==> src/rtl/stopwatch_timebase_pkg.sv <==
// Shared definitions for the stopwatch timebase: FSM encoding, key indices
// and the default board clock.
package stopwatch_timebase_pkg;

  typedef enum logic [1:0] {
    ST_IDLE  = 2'd0,
    ST_RUN   = 2'd1,
    ST_PAUSE = 2'd2
  } state_t;

  localparam int DEFAULT_CLK_HZ = 50_000_000;

  localparam int NUM_KEYS = 2;
  localparam int KEY_RUN_IDX = 0;
  localparam int KEY_CLR_IDX = 1;

endpackage

==> src/rtl/stopwatch_timebase_key_debounce.sv <==
// Pushbutton conditioning: 2-flop synchronizer, stability counter, and a
// one-cycle press event on the accepted 1->0 transition of the level.
module key_debounce #(
  parameter int DEB_CYCLES = 1_000_000
) (
  input  logic Clock,
  input  logic Resetn,
  input  logic key_n,
  output logic press
);

  localparam int CW = (DEB_CYCLES > 1) ? $clog2(DEB_CYCLES) : 1;
  localparam logic [CW-1:0] CNT_LAST = CW'(DEB_CYCLES - 1);

  logic          sync1_reg;
  logic          sync2_reg;
  logic          level_reg;
  logic          press_reg;
  logic [CW-1:0] cnt_reg;
  logic          accept;

  // The synchronized level must disagree with the accepted level for
  // DEB_CYCLES consecutive cycles before it is taken over.
  assign accept = (sync2_reg != level_reg) && (cnt_reg == CNT_LAST);

  always_ff @(posedge Clock or negedge Resetn) begin
    if (!Resetn) begin
      sync1_reg <= 1'b1;
      sync2_reg <= 1'b1;
      level_reg <= 1'b1;
      cnt_reg   <= '0;
      press_reg <= 1'b0;
    end else begin
      sync1_reg <= key_n;
      sync2_reg <= sync1_reg;
      if (sync2_reg != level_reg) begin
        if (accept) begin
          level_reg <= sync2_reg;
          cnt_reg   <= '0;
        end else begin
          cnt_reg <= cnt_reg + 1'b1;
        end
      end else begin
        cnt_reg <= '0;
      end
      press_reg <= accept && !sync2_reg;
    end
  end

  assign press = press_reg;

endmodule

==> src/rtl/stopwatch_timebase.sv <==
// Stopwatch timebase: run/pause/clear FSM driven by two debounced keys, plus
// the prescaler that issues the hundredths enable pulse while running.
module stopwatch_timebase
  import stopwatch_timebase_pkg::*;
#(
  parameter int CLK_HZ     = DEFAULT_CLK_HZ,
  parameter int TICK_HZ    = 100,
  parameter int DEB_CYCLES = 1_000_000
) (
  input  logic       Clock,
  input  logic       Resetn,
  input  logic       KEY_run,
  input  logic       KEY_clr,
  output logic       tick,
  output logic       hold,
  output logic       clear,
  output logic [1:0] state_dbg
);

  localparam int DIV = CLK_HZ / TICK_HZ;
  localparam int PW  = (DIV > 1) ? $clog2(DIV) : 1;
  localparam logic [PW-1:0] PRE_LAST = PW'(DIV - 1);

  logic [NUM_KEYS-1:0] key_bus;
  logic [NUM_KEYS-1:0] press_bus;
  logic                run_evt;
  logic                clr_evt;

  assign key_bus = {KEY_clr, KEY_run};

  for (genvar gi = 0; gi < NUM_KEYS; gi++) begin : g_key
    key_debounce #(
      .DEB_CYCLES(DEB_CYCLES)
    ) u_debounce (
      .Clock (Clock),
      .Resetn(Resetn),
      .key_n (key_bus[gi]),
      .press (press_bus[gi])
    );
  end

  assign run_evt = press_bus[KEY_RUN_IDX];
  assign clr_evt = press_bus[KEY_CLR_IDX];

  state_t        state_reg;
  state_t        state_next;
  logic [PW-1:0] presc_reg;
  logic [PW-1:0] presc_next;
  logic          wrap;
  logic          tick_reg;
  logic          tick_next;
  logic          hold_reg;
  logic          hold_next;
  logic          clear_reg;
  logic          clear_next;

  always_ff @(posedge Clock or negedge Resetn) begin
    if (!Resetn) begin
      state_reg <= ST_IDLE;
    end else begin
      state_reg <= state_next;
    end
  end

  // run_evt has priority, so a simultaneous clear is simply dropped.
  always_comb begin
    state_next = state_reg;
    case (state_reg)
      ST_IDLE:  if (run_evt) state_next = ST_RUN;
      ST_RUN:   if (run_evt) state_next = ST_PAUSE;
      ST_PAUSE: begin
        if (run_evt)      state_next = ST_RUN;
        else if (clr_evt) state_next = ST_IDLE;
      end
      default:  state_next = ST_IDLE;
    endcase
  end

  always_comb begin
    wrap       = (state_reg == ST_RUN) && (presc_reg == PRE_LAST);
    hold_next  = (state_reg == ST_RUN);
    tick_next  = wrap;
    clear_next = clr_evt && !run_evt && (state_reg != ST_RUN);
    if (state_next == ST_IDLE) begin
      presc_next = '0;
    end else if (state_reg == ST_RUN) begin
      presc_next = wrap ? '0 : presc_reg + 1'b1;
    end else begin
      presc_next = presc_reg;
    end
  end

  // hold and tick both trail the state by one cycle, keeping tick inside
  // the hold window even when a pause lands on the wrap cycle.
  always_ff @(posedge Clock or negedge Resetn) begin
    if (!Resetn) begin
      presc_reg <= '0;
      tick_reg  <= 1'b0;
      hold_reg  <= 1'b0;
      clear_reg <= 1'b0;
    end else begin
      presc_reg <= presc_next;
      tick_reg  <= tick_next;
      hold_reg  <= hold_next;
      clear_reg <= clear_next;
    end
  end

  assign tick      = tick_reg;
  assign hold      = hold_reg;
  assign clear     = clear_reg;
  assign state_dbg = state_reg;

endmodule
==> config.mk <==
export PLATFORM = sky130hd
export DESIGN_NAME = stopwatch_timebase
export DESIGN_NICKNAME = d
export VERILOG_FILES = /design/src/rtl/stopwatch_timebase_pkg.sv /design/src/rtl/stopwatch_timebase_key_debounce.sv /design/src/rtl/stopwatch_timebase.sv
export SDC_FILE = /design/constraint.sdc
export NUM_CORES = 1
export LEC_CHECK = 0
export CAP_MARGIN = 20
export CORE_MARGIN = 2
export CORE_UTILIZATION = 61
export CTS_CLUSTER_SIZE = 10
export DETAILED_ROUTE_END_ITERATION = 7
export GPL_TIMING_DRIVEN = 0
export PLACE_DENSITY_LB_ADDON = 0.2
export SLEW_MARGIN = 40
export SYNTH_ARGS = -nofsm -noshare
export SYNTH_HDL_FRONTEND = slang
export SYNTH_SLANG_ARGS = --single-unit
==> constraint.sdc <==
create_clock -name Clock -period 2.7 [get_ports Clock]
set_clock_uncertainty 0.2 [all_clocks]
set_input_delay 0.675 -clock Clock [delete_from_list [all_inputs] [get_ports Clock]]
set_output_delay 0.675 -clock Clock [all_outputs]
set_load 0.03 [all_outputs]
# Word-level counts from Yosys, hierarchy flattened
# Index checks and enable logic that the tools add are counted.
dict set report word_totals {
  register_bits 72
  out_inout_bits 5
}
dict set report op_classes {
  add_sub_neg 3
  n_eq_ne 8
  mux 12
  n_reduce_logical 15
}
# cell n
set op_table {}
lappend op_table {{2-to-1 mux 20 bit} 4}
lappend op_table {{2-to-1 mux 19 bit} 3}
lappend op_table {{adder 20 x 1 -> 20 bit, second input constant} 2}
lappend op_table {{== test 20 bit, second input constant} 2}
lappend op_table {{adder 19 x 1 -> 19 bit, second input constant} 1}
lappend op_table {{== test 19 bit, second input constant} 1}
lappend op_table {{2-to-1 mux 2 bit} 4}
lappend op_table {{logical AND 1 bit} 7}
lappend op_table {{case mux 2 bit (3 select lines)} 1}
lappend op_table {{logical NOT 2 bit} 2}
lappend op_table {{AND reduction 2 bit} 2}
lappend op_table {{logical NOT 1 bit} 3}
lappend op_table {{== test 2 x 1 -> 1 bit, second input constant} 1}
lappend op_table {{== test 2 bit, second input constant} 1}
lappend op_table {{inequality test 1 bit} 2}
lappend op_table {{inequality test 2 x 1 -> 1 bit, second input constant} 1}
lappend op_table {{nonzero test 2 bit} 1}

# Logic depth before layout (Yosys ltp)
# Gate-level depths: netlist (run 1).
dict set report depth {
  depth_word 5
  mapped_depth 7
  depth_no_buf 6
}

# By module
# A second synthesis (run 1) with hierarchy kept.
dict set report unflattened {
  hier_cells 353
  area_unflattened_um2 3669.8
}
# module instances cells_per_inst area_each_um2 seq_area_each_um2
set by_module_without_submodules {}
lappend by_module_without_submodules {key_debounce 2 107 1188.6 604.3}
lappend by_module_without_submodules {stopwatch_timebase 1 139 1292.5 600.6}

# Least setup slack after synthesis (run 1)
# OpenSTA, ideal clock, no wires.
dict set report synth_timing {
  kind {register to register}
  startpoint {register presc_reg[0]}
  endpoint {register presc_reg[15]}
  setup_time_ns 0.079
  arrival_ns 1.618
  setup_slack_ns 0.803
  stages_incl_launch_ff 8
  n_path_buf 1
  period_less_slack_ns 1.897
  path_cell_list {dfrtp_1 > ha_1 > and3_1 > and4_4 > a31oi_4 > buf_4 > nand4_1 > mux2i_1}
}
dict set report synth_between {
  elab_chain_len 5
}
# element line
set synth_lines {}
lappend synth_lines {{start: declaration} stopwatch_timebase.sv:47} ;# logic [PW-1:0] presc_reg;
lappend synth_lines {{start signal: assignment} stopwatch_timebase.sv:102} ;# presc_reg <= presc_next;
lappend synth_lines {{parallel branches: the longest is 2 deep, another holds adder 19 x 1 -> 19 bit} --}
lappend synth_lines {{2-to-1 mux 19 bit (*)} stopwatch_timebase.sv:87} ;# presc_next = wrap ? '0 : presc_reg + 1'b1;
lappend synth_lines {{2-to-1 mux 19 bit (*)} stopwatch_timebase.sv:86} ;# end else if (state_reg == ST_RUN) begin
lappend synth_lines {{2-to-1 mux 19 bit (*)} stopwatch_timebase.sv:84} ;# if (state_next == ST_IDLE) begin
# Every way passes the cells marked *. The select of a mux whose other input is x is not followed.
# A chain may end at the register's enable or synchronous reset.

# Worst setup path after layout (run 1)
dict set report layout_timing {
  startpoint {register state_reg[0], in the netlist state_dbg[0]}
  endpoint {output state_dbg[0]}
}
# element line
set layout_rtl {}
lappend layout_rtl {{start: declaration} stopwatch_timebase.sv:45} ;# state_t state_reg;
lappend layout_rtl {{start signal: assignment} stopwatch_timebase.sv:61} ;# state_reg <= state_next;
lappend layout_rtl {{end: declaration} stopwatch_timebase.sv:17} ;# output logic [1:0] state_dbg
# No word-level cell between the ends.

==> flow_metrics.env, run 1 <==
export IMPL_cts_num_sinks=72
export IMPL_path_cells="clkdlybuf4s50_1"
export IMPL_drc=0
export IMPL_power_leakage_nw=1.69
export IMPL_pwr_share_clk_pct=45.3
export IMPL_first_global_vias=2447
export IMPL_tightest_slew_ns=0.477
export IMPL_path_class="flop to primary output"
export IMPL_initial_core_util_pct=63.6
export IMPL_mostFrequentLayoutCells="dfrtp_1, nor2_1, nand2_1, nand3_1, xor2_1"
export IMPL_vias=2519
export IMPL_cts_max_level=3
export IMPL_gp_congestion=0.816
export IMPL_path_buf_inv=1
export IMPL_worstReg2RegStart="presc_reg[0]"
export IMPL_synth_cells=347
export IMPL_die_h_um=80
export IMPL_coreArea_um2=5540
export IMPL_port_buffers=8
export IMPL_sequentialPowerShare_pct=51.9
export IMPL_relSlewSlack_pct=67.9
export IMPL_antenna_found_initial=0
export IMPL_cts_tree="built"
export IMPL_drt_total_wl_um=6410
export IMPL_grt_pass1_wl_um=11200
export IMPL_outcome="finished clean"
export IMPL_grt_max_degree=49
export IMPL_largest_reg_flops=40
export IMPL_cts_setup_buffers=0
export IMPL_wl_per_cell_um=14.4
export IMPL_fin_cells=445
export IMPL_worst_path_max_delay_cell="clkdlybuf4s50_1"
export IMPL_power_switching_w=0.000481
export IMPL_cts_resized=0
export IMPL_seq_area_frac_synth_pct=51.3
export IMPL_setup_viol=0
export IMPL_numCtsBuffers=9
export IMPL_p_sw_share_pct=22.7
export IMPL_cts_root_buf="clkbuf_8"
export IMPL_fp_dieArea_um2=6400
export IMPL_hold_viol_final=0
export IMPL_cp_required_ns=1.82
export IMPL_grt_setup_unrepaired="false"
export IMPL_final_common_cell="dfrtp_1"
export IMPL_drive_gt1_share_pct=13.4
export IMPL_intPower_w=0.00164
export IMPL_postSynthNetCount=354
export IMPL_start_kind="flop"
export IMPL_fp_row_count=27
export IMPL_startpoint="state_dbg[0]"
export IMPL_avgSynthCellArea_um2=10.2
export IMPL_fmax_mhz=427
export IMPL_hold_path_startpoint="g_key[0].u_debounce.sync1_reg"
export IMPL_ys_seq_elements=72
export IMPL_combPwrFrac_pct=2.8
export IMPL_dp_cells=428
export IMPL_final_nets=375
export IMPL_dp_hpwl_um=4430
export IMPL_tns_ns=0
export IMPL_syn_to_final_growth_pct=12.3
export IMPL_clock_latency_ns=0.35
export IMPL_worstPathArrival_ns=1.47
export IMPL_maxSlewViolCount=0
export IMPL_fin_crit_sh_pct=86.8
export IMPL_postSynth_asyncResetShare_pct=100
export IMPL_crit_family="buffers and inverters"
export IMPL_viasPerCell=5.66
export IMPL_slowest_delay_ns=0.70
export IMPL_first_pass_iters=4
export IMPL_antenna_left=0
export IMPL_crit_fanout=5
export IMPL_syn_cell_area_um2=3520
export IMPL_max_cap_violations=0
export IMPL_hold_path_class="flop to flop"
export IMPL_grt_usage_pct=22.5
export IMPL_drt_iter0_drc=181
export IMPL_clockBufferDepth=2
export IMPL_fin_crit_ns=2.34
export IMPL_ys_flop_type="dfrtp_1"
export IMPL_clk_pin_slew_ns=0.08
export IMPL_n_antenna_cell=0
export IMPL_grt_overflow=0
export IMPL_io_pins=9
export IMPL_ir_drop_mv=0.350
export IMPL_die_w_um=80
export IMPL_power_density_nw_per_um2=536
export IMPL_synth_edf_count=0
export IMPL_yosysWarningCount=0
export IMPL_total_power_w=0.00212
export IMPL_cts_hold_buf=1
export IMPL_synth_distinct_cells=52
export IMPL_end_kind="primary output"
-- power groups by stage --
| stage | combinational, W | sequential, W | clock [W] |
|---|---|---|---|
| floorplan | 0.0000225 | 0.00112 | 0 |
| global placement | 0.0000526 | 0.00112 | 0 |
| detailed placement | 0.0000604 | 0.00112 | 0 |
| CTS | 0.0000615 | 0.00110 | 0.000986 |
| global route | 0.0000677 | 0.00110 | 0.00103 |
| finish | 0.0000588 | 0.00110 | 0.000962 |
-- cells by family after synthesis --
logic type,after synthesis,synth area share [%]
AND/OR/NAND/NOR,172,26.7
adder cells (fa/ha/maj),3,1.07
XOR/XNOR,38,9.45
buffers and inverters,18,2.45
multiplexers,10,3.05
AO/OA/AOI/OAI,34,5.97
flip-flops,72,51.3
-- through the flow --
step	hold slack, ns	instance area (um2)	setup slack (ns)	util (%)
floorplan	0.145	3520	0.803	-
finish	0.160	3960	0.357	71.4
detailed placement	0.149	3720	0.561	67.2
global route	0.163	3960	0.305	71.4
CTS	0.162	3960	0.334	71.4
global placement	0.146	3690	-1.60	66.7
-- cell usage after synthesis, types with 3 or more instances --
master | instances | area (um2)
dfrtp_1 | 66 | 1650
nor2_1 | 56 | 210
nand2_1 | 27 | 101
nand3_1 | 27 | 135
xor2_1 | 23 | 201
nand4_1 | 16 | 100
xnor2_1 | 15 | 131
a21oi_1 | 14 | 70.1
o21ai_0 | 10 | 50.1
inv_1 | 9 | 33.8
mux2i_1 | 7 | 70.1
and3_1 | 6 | 37.5
dfstp_2 | 6 | 158
and4_1 | 4 | 35.0
nor3_1 | 4 | 20.0
buf_2 | 3 | 15.0
clkbuf_1 | 3 | 11.3
ha_1 | 3 | 37.5
nor3_2 | 3 | 30.0
nor3b_1 | 3 | 22.5
nor4_1 | 3 | 18.8
-- final timing paths --
kind,end,slack (ns),depth (start not counted)
max in group asynchronous,g_key[1].u_debounce.sync2_reg,1.19,3
max,state_dbg[0],0.36,1
min in group asynchronous,presc_reg[10],0.55,2
min reg2reg,g_key[0].u_debounce.sync2_reg,0.16,0
min,g_key[0].u_debounce.sync2_reg,0.16,0
max reg2reg,presc_reg[15],0.52,7
-- area by class of cell --
| class | count | area, um2 |
|---|---|---|
| buffer | 9 | 52.6 |
| clock buffer | 9 | 124 |
| clock inverter | 7 | 101 |
| fill | 424 | 1580 |
| inverter | 9 | 33.8 |
| multi-input combinational | 257 | 1630 |
| sequential | 72 | 1810 |
| tap | 72 | 90.1 |
| timing repair buffer | 10 | 119 |
-- metal layers --
metal  track usage (%)  routed length, um
met5                 0                  0
met4              8.31                105
met3              5.77                255
met2              35.6               3060
met1              30.1               2990
Power figures use the tool's default switching activity.
==> run 2: changes to the inputs <==
--- a/config.mk
+++ b/config.mk
@@ -8,6 +8,7 @@
 export CAP_MARGIN = 20
 export CORE_MARGIN = 2
 export CORE_UTILIZATION = 61
+export CTS_CLUSTER_DIAMETER = 120
 export CTS_CLUSTER_SIZE = 10
 export DETAILED_ROUTE_END_ITERATION = 7
 export GPL_TIMING_DRIVEN = 0
==> results of run 2 <==
Same layout as run 1: the final DEF is identical, and so are final timing and power.
==> variant 1: new RTL, settings of run 1 <==
Reset style: synchronous (`Resetn`), changed in 3 clocked blocks.
--- a/src/rtl/stopwatch_timebase_key_debounce.sv
+++ b/src/rtl/stopwatch_timebase_key_debounce.sv
@@ -25,3 +25,3 @@
 
-  always_ff @(posedge Clock or negedge Resetn) begin
+  always_ff @(posedge Clock) begin
     if (!Resetn) begin
--- a/src/rtl/stopwatch_timebase.sv
+++ b/src/rtl/stopwatch_timebase.sv
@@ -56,3 +56,3 @@
 
-  always_ff @(posedge Clock or negedge Resetn) begin
+  always_ff @(posedge Clock) begin
     if (!Resetn) begin
@@ -94,3 +94,3 @@
   // the hold window even when a pause lands on the wrap cycle.
-  always_ff @(posedge Clock or negedge Resetn) begin
+  always_ff @(posedge Clock) begin
     if (!Resetn) begin
Check against the original RTL: no difference found for any inputs over 10 cycles, from zero or initial values and one cycle with Resetn low; that may be too few to reach the edited logic, so the function may still have changed.
==> variant 1 against run 1 <==
Wire length down 7.0%. Die area shrank 8.8%. Register-to-register slack got worse by 0.22 ns. Area after synthesis down 9.3%. Hold slack improved by 0.053 ns. Sequential cell count unchanged. Maximum frequency fell by 2.3%. Final area is 10% lower. Setup slack lost 0.055 ns. Core utilization shrank 1.6 points. Critical endpoint unchanged.
Power is not compared: it rests on default switching activity, and its combinational part moved more than twofold at a synthesized area within 25%.
==> variant 1: results (changes against run 1) <==
sequential share of the synthesized area=45.1% (-6.3 points); root buffer cell=clkbuf_8; postcts setup bufs=0 (unchanged); outcome=finished clean; largest cells by area after synthesis=dfxtp_1, nor2_1, xnor2_1; depth of the worst hold-timing path=1 (+1); worst r2r dst=presc_reg[12]; vias per cell=5.73 (+1.3%); xor-xnor portion of the synthesized cell area=10.4% (+0.96 points); CTS buffer count=9 (unchanged); CP Max Fanout=8 (+3); worst hold endpoint=g_key[1].u_debounce.sync2_reg; worst slack, placed=0.293 ns (-0.268 ns); gr usage total=21.9% (-0.64 points); Port Buf Inserts=8 (unchanged); Nets=390 (+4.0%); Critical Path AT=1.52 ns (+0.05 ns); placed inst area=3360 um2 (-9.6%); post-DP HPWL=4180 um (-5.7%); Mapped Avg Cell Area=8.78 um2 (-14%); number of global-route vias before repair=2442 (-0.20%); R2R setup slack=0.30 ns (-0.22 ns); Wirelength per Cell=13.1 um (-9.1%); worst-skew pair later-pin latency=0.33 ns (-0.02 ns); Inst Count DP=442 (+3.3%); multiplexer area fraction after synthesis=0.352% (-2.7 points); maximum vdd drop=0.307 mV; ant diodes=0 (unchanged); Worst-Margin Slew=0.464 ns (-0.0128 ns); Max stage delay on crit path=0.72 ns (+0.02 ns); total number of vias=2608 (+3.5%); R2R Path Start=presc_reg[0]; Crit path max-delay family=buffers and inverters; Final Hold Fails=0 (unchanged); GPL Wtd Cong=0.809 (-0.85%); layout cells sized above 1=6.23% (-7.2 points); pin count of the biggest net entering global routing=11 (-78%); Yosys cell types=36 (-31%); post-cts sizing count=0 (unchanged); Synth Warn #=0 (unchanged); HP Class=reg2reg; slowest CP cell=clkdlybuf4s50_1; first-iteration detailed-routing DRC count=88 (-51%); final hold slack=0.213 ns (+0.0532 ns); first-pass GRT wire length=10400 um (-6.4%); hold_buf cts=0 (-1); Synth Area in Adders=1.17% (+0.11 points); hold_sp=g_key[1].u_debounce.sync1_reg; reg2reg path depth=6 (-1); Commonest cells post-synth=dfxtp_1, nor2_1, nand3_1, a21oi_1; First-pass DRT Iterations=4 (unchanged); net count after synthesis=371 (+4.8%); antenna violations before repair=0 (unchanged); Synth Area in Compound Gates=8.96% (+3.0 points); H-tree levels=3 (unchanged); Async SR Flop Fraction=0% (-100 points)
[variant 1: cell count changes in the layout (fill, tap and decap cells not counted), moves of 8 or more]
cell     change
dfrtp_1     -66
or4_1       +11
nor2_1       -8
or3_1        +8
o31ai_1     +10
dfxtp_1     +72
[variant 1: cells by family after synthesis]
kind of cell	Yosys count
AO/OA/AOI/OAI	47
XOR/XNOR	38
adder cells (fa/ha/maj)	3
buffers and inverters	22
flip-flops	72
multiplexers	1
AND/OR/NAND/NOR	181
[variant 1: layer usage]
| metal | up-vias | GRT usage (%) | share of wire [%] |
|---|---|---|---|
| met4 | 0 | 8.00 | 0.99 |
| met5 | - | 0 | 0 |
| met3 | 5 | 5.81 | 2.7 |
| met1 | 1228 | 26.6 | 47 |
| met2 | 32 | 37.3 | 49 |
| li1 | 1343 | - | - |
[variant 1: worst max-delay path by stage]
stage                       from            end  slack, ns  depth (start not counted)
floorplan           state_dbg[0]  presc_reg[12]       0.51                          5
global placement    presc_reg[0]   presc_reg[9]       0.34                          6
detailed placement  presc_reg[0]   presc_reg[8]       0.29                          6
CTS                 state_dbg[0]   state_dbg[0]       0.29                          1
global route        presc_reg[0]  presc_reg[12]       0.15                          6
finish              state_dbg[0]   state_dbg[0]       0.30                          1
[variant 1: where the power goes]
| group | internal (mW) | total [mW] | switching, mW | leakage, nW |
|---|---|---|---|---|
| clock | 0.419 | 0.768 | 0.349 | 0.0935 |
| combinational | 0.00931 | 0.0215 | 0.0122 | 0.383 |
| sequential | 1.07 | 1.07 | 0.00242 | 0.581 |
| total | 1.49 | 1.86 | 0.364 | 1.06 |
[variant 1: cell type report]
type                            count  area [um2]
Inverter                            9        33.8
Multi-Input combinational cell    270        1650
Sequential cell                    72        1440
Tap cell                           70        87.6
Fill cell                         438        1530
Clock buffer                       13         179
Timing Repair Buffer                8        80.1
Buffer                             13        73.8
==> variant 2: new RTL, flow settings as in run 1 <==
Made on the original files. Set the package constant `DEFAULT_CLK_HZ` to 12_500_000 (it was 50_000_000).
--- a/src/rtl/stopwatch_timebase_pkg.sv
+++ b/src/rtl/stopwatch_timebase_pkg.sv
@@ -10,3 +10,3 @@
 
-  localparam int DEFAULT_CLK_HZ = 50_000_000;
+  localparam int DEFAULT_CLK_HZ = 12_500_000;
 
Behaviour: same outputs for any inputs over 10 cycles, from zero or initial values and one cycle with Resetn low; that may be too few to reach the edited logic, so the function may still have changed.
==> variant 2 against run 1 <==
Highest routed layer unchanged. Setup slack worse by 0.048 ns. Final area down 5.3%. Wire length decreased by 3.7%. Maximum frequency fell by 2.0%. Via count grew 2.3%. Global-route usage rose by 1.0 points. Total power is 12% lower. Area after synthesis decreased by 4.7%. Sequential cell count is 2 lower.
==> variant 2: results (changes against run 1) <==
GPL Wtd Cong=0.838 (+2.7%); pin count of the biggest net entering global routing=49 (unchanged); hold_sp=g_key[1].u_debounce.sync1_reg; Commonest cells post-synth=dfrtp_1, nor2_1, a21oi_1, nand2_1, o21ai_0; hold_buf cts=1 (unchanged); antenna violations before repair=0 (unchanged); Worst Setup SP=g_key[0].u_debounce.cnt_reg[0]; net count after synthesis=349 (-1.4%); Crit path max-delay family=simple AND/OR/NAND/NOR gates; fin crit share=88.5% (+1.8 points); worst hold endpoint=g_key[1].u_debounce.sync2_reg; reg2reg path depth=6 (-1); worst r2r dst=g_key[0].u_debounce.cnt_reg[18]; First-pass DRT Iterations=4 (unchanged); Max stage delay on crit path=0.54 ns (-0.16 ns); Worst-Margin Slew=0.556 ns (+0.0794 ns); first-iteration detailed-routing DRC count=145 (-20%); sequential share of the synthesized area=52.4% (+1.0 points); Port Buf Inserts=8 (unchanged); CTS buffer count=9 (unchanged); vias per cell=5.86 (+3.5%); gr usage total=23.6% (+1.0 points); Nets=370 (-1.3%); outcome=finished clean; post-cts sizing count=0 (unchanged); largest cells by area after synthesis=dfrtp_1, dfstp_2, xnor2_1; layout cells sized above 1=8.15% (-5.3 points); number of global-route vias before repair=2573 (+5.1%); slowest CP cell=or4_1; maximum vdd drop=0.389 mV (+11%); Setup Crit Path Kind=reg2reg; HP Class=reg2reg; Async SR Flop Fraction=100% (unchanged); P_int=1.44 mW (-12%); CP Max Fanout=7 (+2); filler instances=422 (-0.47%); R2R setup slack=0.31 ns (-0.21 ns); Critical Path AT=2.46 ns (+0.99 ns); depth of the worst hold-timing path=0 (unchanged); CTS Buffer Depth=2 (unchanged); first-pass GRT wire length=11400 um (+2.3%); worst slack, placed=0.177 ns (-0.384 ns); Leakage=1.44 nW (-15%); Yosys cell types=37 (-29%); Wirelength per Cell=14.0 um (-2.6%); post-DP HPWL=4340 um (-2.0%); H-tree levels=3 (unchanged)
==> variant 2: final cells by class <==
class	count	share of cell area (%)
Timing Repair Buffer	10	3.17
Tap cell	72	2.40
Multi-Input combinational cell	252	40.8
Inverter	11	1.10
Clock buffer	11	3.77
Clock inverter	5	0.902
Sequential cell	70	46.9
Buffer	9	0.935
==> variant 2: kinds of logic after synthesis <==
kind of cell	Yosys count	share of synthesized area, %
AO/OA/AOI/OAI	58	9.39
XOR/XNOR	28	7.30
adder cells (fa/ha/maj)	3	1.12
buffers and inverters	20	2.27
flip-flops	70	52.4
multiplexers	3	0.968
AND/OR/NAND/NOR	160	26.6
==> variant 2: stage by stage <==
stage          setup TNS [ns]  hold slack, ns  total power, mW  instances  cell area [um2]
2_1_floorplan               0           0.145             1.11        342             3360
3_3_place_gp          -103.55           0.146             1.14        422             3530
3_5_place_dp                0           0.147             1.15        423             3560
4_1_cts                     0           0.152             1.90        440             3740
5_1_grt                     0           0.155             1.94        440             3750
6_report                    0           0.149             1.87        440             3750
==> variant 2: power groups by stage <==
| stage | sequential, mW | combinational (mW) | clock (mW) |
|---|---|---|---|
| 3_3_place_gp | 1.09 | 0.0489 | 0 |
| 2_1_floorplan | 1.09 | 0.0196 | 0 |
| 5_1_grt | 1.07 | 0.0643 | 0.804 |
| 3_5_place_dp | 1.09 | 0.0552 | 0 |
| 4_1_cts | 1.07 | 0.0567 | 0.769 |
| 6_report | 1.07 | 0.0549 | 0.747 |
==> variant 2: metal layers <==
layer | up-vias | global-route usage (%) | wire [um]
met3 | 9 | 3.91 | 191
met4 | 0 | 11.2 | 114
met2 | 41 | 37.2 | 2890
met1 | 1251 | 32.0 | 2980
met5 | - | 0 | 0
li1 | 1276 | - | -
